--- src/rtl/pipe_ctrl.sv ---
// Pipeline sequencing controller: load-use bubbles, branch flushes, data-RAM
// freeze with a watchdog that halts the core, and a saturating stall counter.
module pipe_ctrl #(
  parameter int MEM_TIMEOUT = 15,
  parameter int CNT_W       = 16
) (
  input  logic             clk,
  input  logic             rst,
  input  logic [4:0]       id_rs1_addr,
  input  logic [4:0]       id_rs2_addr,
  input  logic             id_rs1_used,
  input  logic             id_rs2_used,
  input  logic             ex_load,
  input  logic [4:0]       ex_rd_addr,
  input  logic             ex_branch_taken,
  input  logic             mem_ram_req,
  input  logic             ram_ready,
  output logic             pc_en,
  output logic             if_id_en,
  output logic             id_ex_en,
  output logic             ex_mem_en,
  output logic             mem_wb_en,
  output logic             if_id_flush,
  output logic             id_ex_flush,
  output logic             mem_wb_flush,
  output logic             halt,
  output logic [CNT_W-1:0] stall_cnt,
  output logic [1:0]       dbg_state,
  output logic [7:0]       dbg_wait_cnt
);

  typedef enum logic [1:0] {
    S_RUN  = 2'd0,
    S_WAIT = 2'd1,
    S_HALT = 2'd2
  } state_t;

  localparam logic [7:0]       TIMEOUT_M1 = 8'(MEM_TIMEOUT - 1);
  localparam logic [CNT_W-1:0] CNT_MAX    = '1;

  state_t           r_state;
  state_t           w_next;
  logic [7:0]       r_wait_cnt;
  logic [7:0]       w_wait_nxt;
  logic             r_halt;
  logic [CNT_W-1:0] r_stall_cnt;

  logic w_lu;
  logic w_pc_en, w_if_id_en, w_id_ex_en, w_ex_mem_en, w_mem_wb_en;
  logic w_if_id_flush, w_id_ex_flush, w_mem_wb_flush;

  assign w_lu = ex_load && (ex_rd_addr != 5'd0) &&
                ((id_rs1_used && (id_rs1_addr == ex_rd_addr)) ||
                 (id_rs2_used && (id_rs2_addr == ex_rd_addr)));

  always_comb begin
    w_next         = r_state;
    w_wait_nxt     = r_wait_cnt;
    w_pc_en        = 1'b0;
    w_if_id_en     = 1'b0;
    w_id_ex_en     = 1'b0;
    w_ex_mem_en    = 1'b0;
    w_mem_wb_en    = 1'b0;
    w_if_id_flush  = 1'b0;
    w_id_ex_flush  = 1'b0;
    w_mem_wb_flush = 1'b0;
    case (r_state)
      S_RUN: begin
        if (mem_ram_req && !ram_ready) begin
          // Freeze; MEM/WB takes a bubble so the writeback is not repeated.
          w_mem_wb_en    = 1'b1;
          w_mem_wb_flush = 1'b1;
          w_next         = S_WAIT;
          w_wait_nxt     = 8'd0;
        end else if (ex_branch_taken) begin
          {w_pc_en, w_if_id_en, w_id_ex_en, w_ex_mem_en, w_mem_wb_en} = 5'b11111;
          w_if_id_flush = 1'b1;
          w_id_ex_flush = 1'b1;
        end else if (w_lu) begin
          {w_id_ex_en, w_ex_mem_en, w_mem_wb_en} = 3'b111;
          w_id_ex_flush = 1'b1;
        end else begin
          {w_pc_en, w_if_id_en, w_id_ex_en, w_ex_mem_en, w_mem_wb_en} = 5'b11111;
        end
      end
      S_WAIT: begin
        if (!ram_ready) begin
          w_mem_wb_en    = 1'b1;
          w_mem_wb_flush = 1'b1;
          w_wait_nxt     = r_wait_cnt + 8'd1;
          if (r_wait_cnt == TIMEOUT_M1) w_next = S_HALT;
        end else begin
          {w_pc_en, w_if_id_en, w_id_ex_en, w_ex_mem_en, w_mem_wb_en} = 5'b11111;
          w_next = S_RUN;
        end
      end
      S_HALT: w_next = S_HALT;
      default: w_next = S_RUN;
    endcase
  end

  always_ff @(posedge clk or posedge rst) begin
    if (rst) begin
      r_state     <= S_RUN;
      r_wait_cnt  <= 8'd0;
      r_halt      <= 1'b0;
      r_stall_cnt <= '0;
    end else begin
      r_state    <= w_next;
      r_wait_cnt <= w_wait_nxt;
      r_halt     <= (w_next == S_HALT);
      if (!w_pc_en && (r_stall_cnt != CNT_MAX)) r_stall_cnt <= r_stall_cnt + 1'b1;
    end
  end

  // Reset overrides the state decode so every control drops immediately.
  assign pc_en        = w_pc_en        & ~rst;
  assign if_id_en     = w_if_id_en     & ~rst;
  assign id_ex_en     = w_id_ex_en     & ~rst;
  assign ex_mem_en    = w_ex_mem_en    & ~rst;
  assign mem_wb_en    = w_mem_wb_en    & ~rst;
  assign if_id_flush  = w_if_id_flush  & ~rst;
  assign id_ex_flush  = w_id_ex_flush  & ~rst;
  assign mem_wb_flush = w_mem_wb_flush & ~rst;

  assign halt         = r_halt;
  assign stall_cnt    = r_stall_cnt;
  assign dbg_state    = r_state;
  assign dbg_wait_cnt = r_wait_cnt;

endmodule

--- config.mk ---
export PLATFORM = sky130hd
export DESIGN_NAME = pipe_ctrl
export DESIGN_NICKNAME = d
export VERILOG_FILES = /design/src/rtl/pipe_ctrl.sv
export SDC_FILE = /design/constraint.sdc
export NUM_CORES = 1
export LEC_CHECK = 0
export ABC_CLOCK_PERIOD_IN_PS = 3000
export CAP_MARGIN = 5
export CORE_UTILIZATION = 47
export CTS_CLUSTER_DIAMETER = 100
export DETAILED_ROUTE_END_ITERATION = 16
export GPL_ROUTABILITY_DRIVEN = 0
export HOLD_SLACK_MARGIN = 0.15
export PLACE_DENSITY = 0.84
export SLEW_MARGIN = 20
export SYNTH_ARGS = -nofsm -noshare
export SYNTH_HDL_FRONTEND = slang
export SYNTH_SLANG_ARGS = --single-unit
--- constraint.sdc ---
create_clock -name clk -period 3 [get_ports clk]
set_input_delay 0.75 -clock clk [delete_from_list [all_inputs] [get_ports clk]]
set_output_delay 0.75 -clock clk [all_outputs]
set_load 0.05 [all_outputs]
==> impl_metrics.yaml <==
floorplanning:
  die_area_um2: 3520
  die_height_um: 59.3
  placeableCoreArea_um2: 3080
  io_pins: 58
  floorplan.initialDensity_pct: 50.2
  die-width_um: 59.3
  row_count: 20
detailed_routing:
  initialDrtViolationCount: 71
  routed_vias: 1424
  routed_wl_mm: 4.00
  drt.antenna.violating_nets: 0
  firstDrtPassIters: 4
  drt-wirelength-per-cell_um: 15.1
  route.detailed.drc: 0
  detail_route.vias_per_cell: 5.39
critical_path:
  crit_arrival_ps: 2180
  crit_type: "primary input to primary output"
  critical_path.endpoint_type: "primary output"
  critical-path-max-stage-delay_ps: 470
  critical_path.startpoint_type: "primary input"
  critical_path.cell_chain: "clkdlybuf4s50_1 -> xor2_1 -> nor4_2 -> a32oi_2 -> nor2_1 -> o21a_1 -> buf_12"
  critical-path-top-delay-family: "buffers and inverters"
  worst_path_max_delay_cell: "sky130_fd_sc_hd__clkdlybuf4s50_1"
  critPathMaxFanout: 3
  cp_num_buf_inv: 2
  r2r-start: "stall_cnt[4]"
  startpoint: "id_rs1_addr[4]"
  critical_path_required_ps: 2250
global_routing:
  grt_pass1_wl_mm: 6.73
  grt_start_max_net_pins: 28
  grt_antenna_before_repair: 0
  grt_pass1_vias: 1479
  grt_util_all_layers_pct: 25.2
  overflow: 0
layout:
  share_of_post_route_cells_with_drive_strength_above_1_pct: 16.4
  area_grow_syn2layout_pct: 52.7
  most_common_cell_after_layout_fill_and_taps_aside: "sky130_fd_sc_hd__clkdlybuf4s50_1"
  fill_cells: 206
  finalNetCount: 247
  layout.cells.most_common_list: "sky130_fd_sc_hd__clkdlybuf4s50_1, sky130_fd_sc_hd__dfrtp_1, sky130_fd_sc_hd__xnor2_1, sky130_fd_sc_hd__nor2_1, sky130_fd_sc_hd__nand4_1"
  antenna-diode-count: 0
  finalCoreUtilization_pct: 76.7
yosys:
  synth_cell_types: 33
  yosys_most_used_dff: "sky130_fd_sc_hd__dfrtp_1"
  postSynthAreaPerCell_um2: 9.97
  synthArstFlopShare_pct: 100
  synth_sequential_area_ratio_pct: 43.7
  synth.cell_area_um2: 1550
  synth_top_area_share_pct: 43.7
  yosys.area.top_type: "sky130_fd_sc_hd__dfrtp_1"
  yosys_warnings: 0
  postSynthNetCount: 181
  syn_inst: 155
  synth.top_cells.by_area: "sky130_fd_sc_hd__dfrtp_1, sky130_fd_sc_hd__xnor2_1, sky130_fd_sc_hd__xor2_1, sky130_fd_sc_hd__nand4_1, sky130_fd_sc_hd__nor2_1"
  count_of_flip_flops_with_a_built_in_enable_after_synthesis: 0
  flip_flop_and_latch_count_after_synthesis: 27
clock_network:
  cts_buf_count: 3
  clk_path_buf_depth: 2
  clk_pin_slew_worst_paths_ps: 160
  tritoncts_num_sinks: 27
  cts-root-buf: "sky130_fd_sc_hd__clkbuf_4"
  clk_latency_ps: 330
  clock_tree.htree_level_count: 1
  tritoncts_clock_tree: "yes"
timing:
  final_number_of_max_transition_violations: 0
  max_clock_freq_mhz: 341
  timing.max_slew.rel_slack_pct: 65.8
  timing.final.hold_violations: 0
  finalSetupViolCount: 0
  fin_crit_sh_pct: 97.6
  fin_crit_ps: 2930
  finClkSkew_ps: 11.4
  setup_repair_after_global_routing_missed_its_margin: "false"
  worst_slew_pin_slew_ps: 512
worst_hold_path:
  hp-start: "stall_cnt[8]"
  worst_hold_path_type: "flop to flop"
power:
  post-layout-total-power_mw: 1.24
  leakage_nw: 1.04
  powerDensity_nw_per_um2: 527
  ir_worst_vdd_mv: 0.394
outcome:
  status: "complete, no violations"
flow_run:
  maxCapViolations: 0
placed_design:
  io_buffer_count: 57
  dpl.hpwl_mm: 3.09
==> what timing repair did <==
item                                   in CTS  in global routing
pin swaps                                   5                  6
gates cloned                                0                  0
setup endpoints to repair                   3                  3
gates resized for setup                    10                  6
endpoints found under the hold margin       0                  0
hold buffers                                0                  0
setup buffers                               1                  0
==> cell usage after synthesis (2+ instances only) <==
library cell,count
sky130_fd_sc_hd__clkbuf_1,2
sky130_fd_sc_hd__nor2_1,16
sky130_fd_sc_hd__inv_1,6
sky130_fd_sc_hd__nand2_1,9
sky130_fd_sc_hd__and2_1,2
sky130_fd_sc_hd__nand4_1,12
sky130_fd_sc_hd__dfrtp_1,27
sky130_fd_sc_hd__o21a_1,3
sky130_fd_sc_hd__buf_4,3
sky130_fd_sc_hd__o21ai_0,3
sky130_fd_sc_hd__mux2_2,2
sky130_fd_sc_hd__nor4_1,4
sky130_fd_sc_hd__nand3_1,6
sky130_fd_sc_hd__and3_1,8
sky130_fd_sc_hd__xnor2_1,19
sky130_fd_sc_hd__xor2_1,11
sky130_fd_sc_hd__and4_1,4
sky130_fd_sc_hd__ha_1,3
==> area by class of cell <==
type | instances | area (µm²) | area share [%]
multi-input combinational | 115 | 836 | 35.4
inverter | 6 | 22.5 | 0.954
clock inverter | 1 | 7.51 | 0.318
tap | 44 | 55.1 | 2.33
sequential | 27 | 676 | 28.6
clock buffer | 3 | 22.5 | 0.954
timing repair buffer | 68 | 741 | 31.4
==> metal layers <==
metal | track usage [%] | share of wire, %
met1 | 31.5 | 43
met2 | 44.9 | 53
met3 | 3.71 | 3.3
met4 | 6.80 | 1.1
met5 | 0 | 0
==> path summary, 6_finish.rpt <==
kind / slack (ps) / to / depth (start not counted)
setup / recovery: 70 / id_ex_flush / 7
hold / removal: 520 / stall_cnt[8] / 1
setup reg to reg: 880 / stall_cnt[1] / 6
hold reg to reg: 520 / stall_cnt[8] / 1
max in group asynchronous: 1870 / stall_cnt[13] / 3
min in group asynchronous: 870 / dbg_wait_cnt[6] / 3
==> state kept, by name, summed over array words and instances, names as in the netlist <==
| register | count |
|---|---|
| dbg_state | 2 |
| dbg_wait_cnt | 8 |
| halt | 1 |
| stall_cnt | 16 |
==> kinds of logic (layout without fill, tap and decap cells) <==
family	Yosys count	in the layout	share of synthesized area, %
xor+xnor	30	30	17.0
buf+inv	13	78	4.45
flops	27	27	43.7
simple gates	66	66	22.9
fa+ha+maj	3	3	2.43
compound gates	13	13	7.37
mux	3	3	2.11
==> power breakdown <==
| part | total (mW) | leakage (nW) | internal, mW | switching, mW |
|---|---|---|---|---|
| Clock | 0.165 | 0.0139 | 0.0509 | 0.114 |
| Combinational | 0.578 | 0.661 | 0.230 | 0.348 |
| Sequential | 0.499 | 0.361 | 0.421 | 0.0788 |
| Total | 1.24 | 1.04 | 0.701 | 0.541 |
==> metrics by stage <==
stage | instance area (µm²) | setup TNS (ps) | cells | hold WS [ps] | setup slack [ps]
global placement | 2280 | -201 | 259 | 475 | -68.2
detailed placement | 2280 | -379 | 259 | 494 | -137
CTS | 2350 | 0 | 264 | 523 | 8.65
finish | 2360 | 0 | 264 | 515 | 70.6
global route | 2360 | 0 | 264 | 551 | 20.4
floorplan | 1550 | 0 | 155 | 796 | 7.40
(Power assumes the default switching activity.)
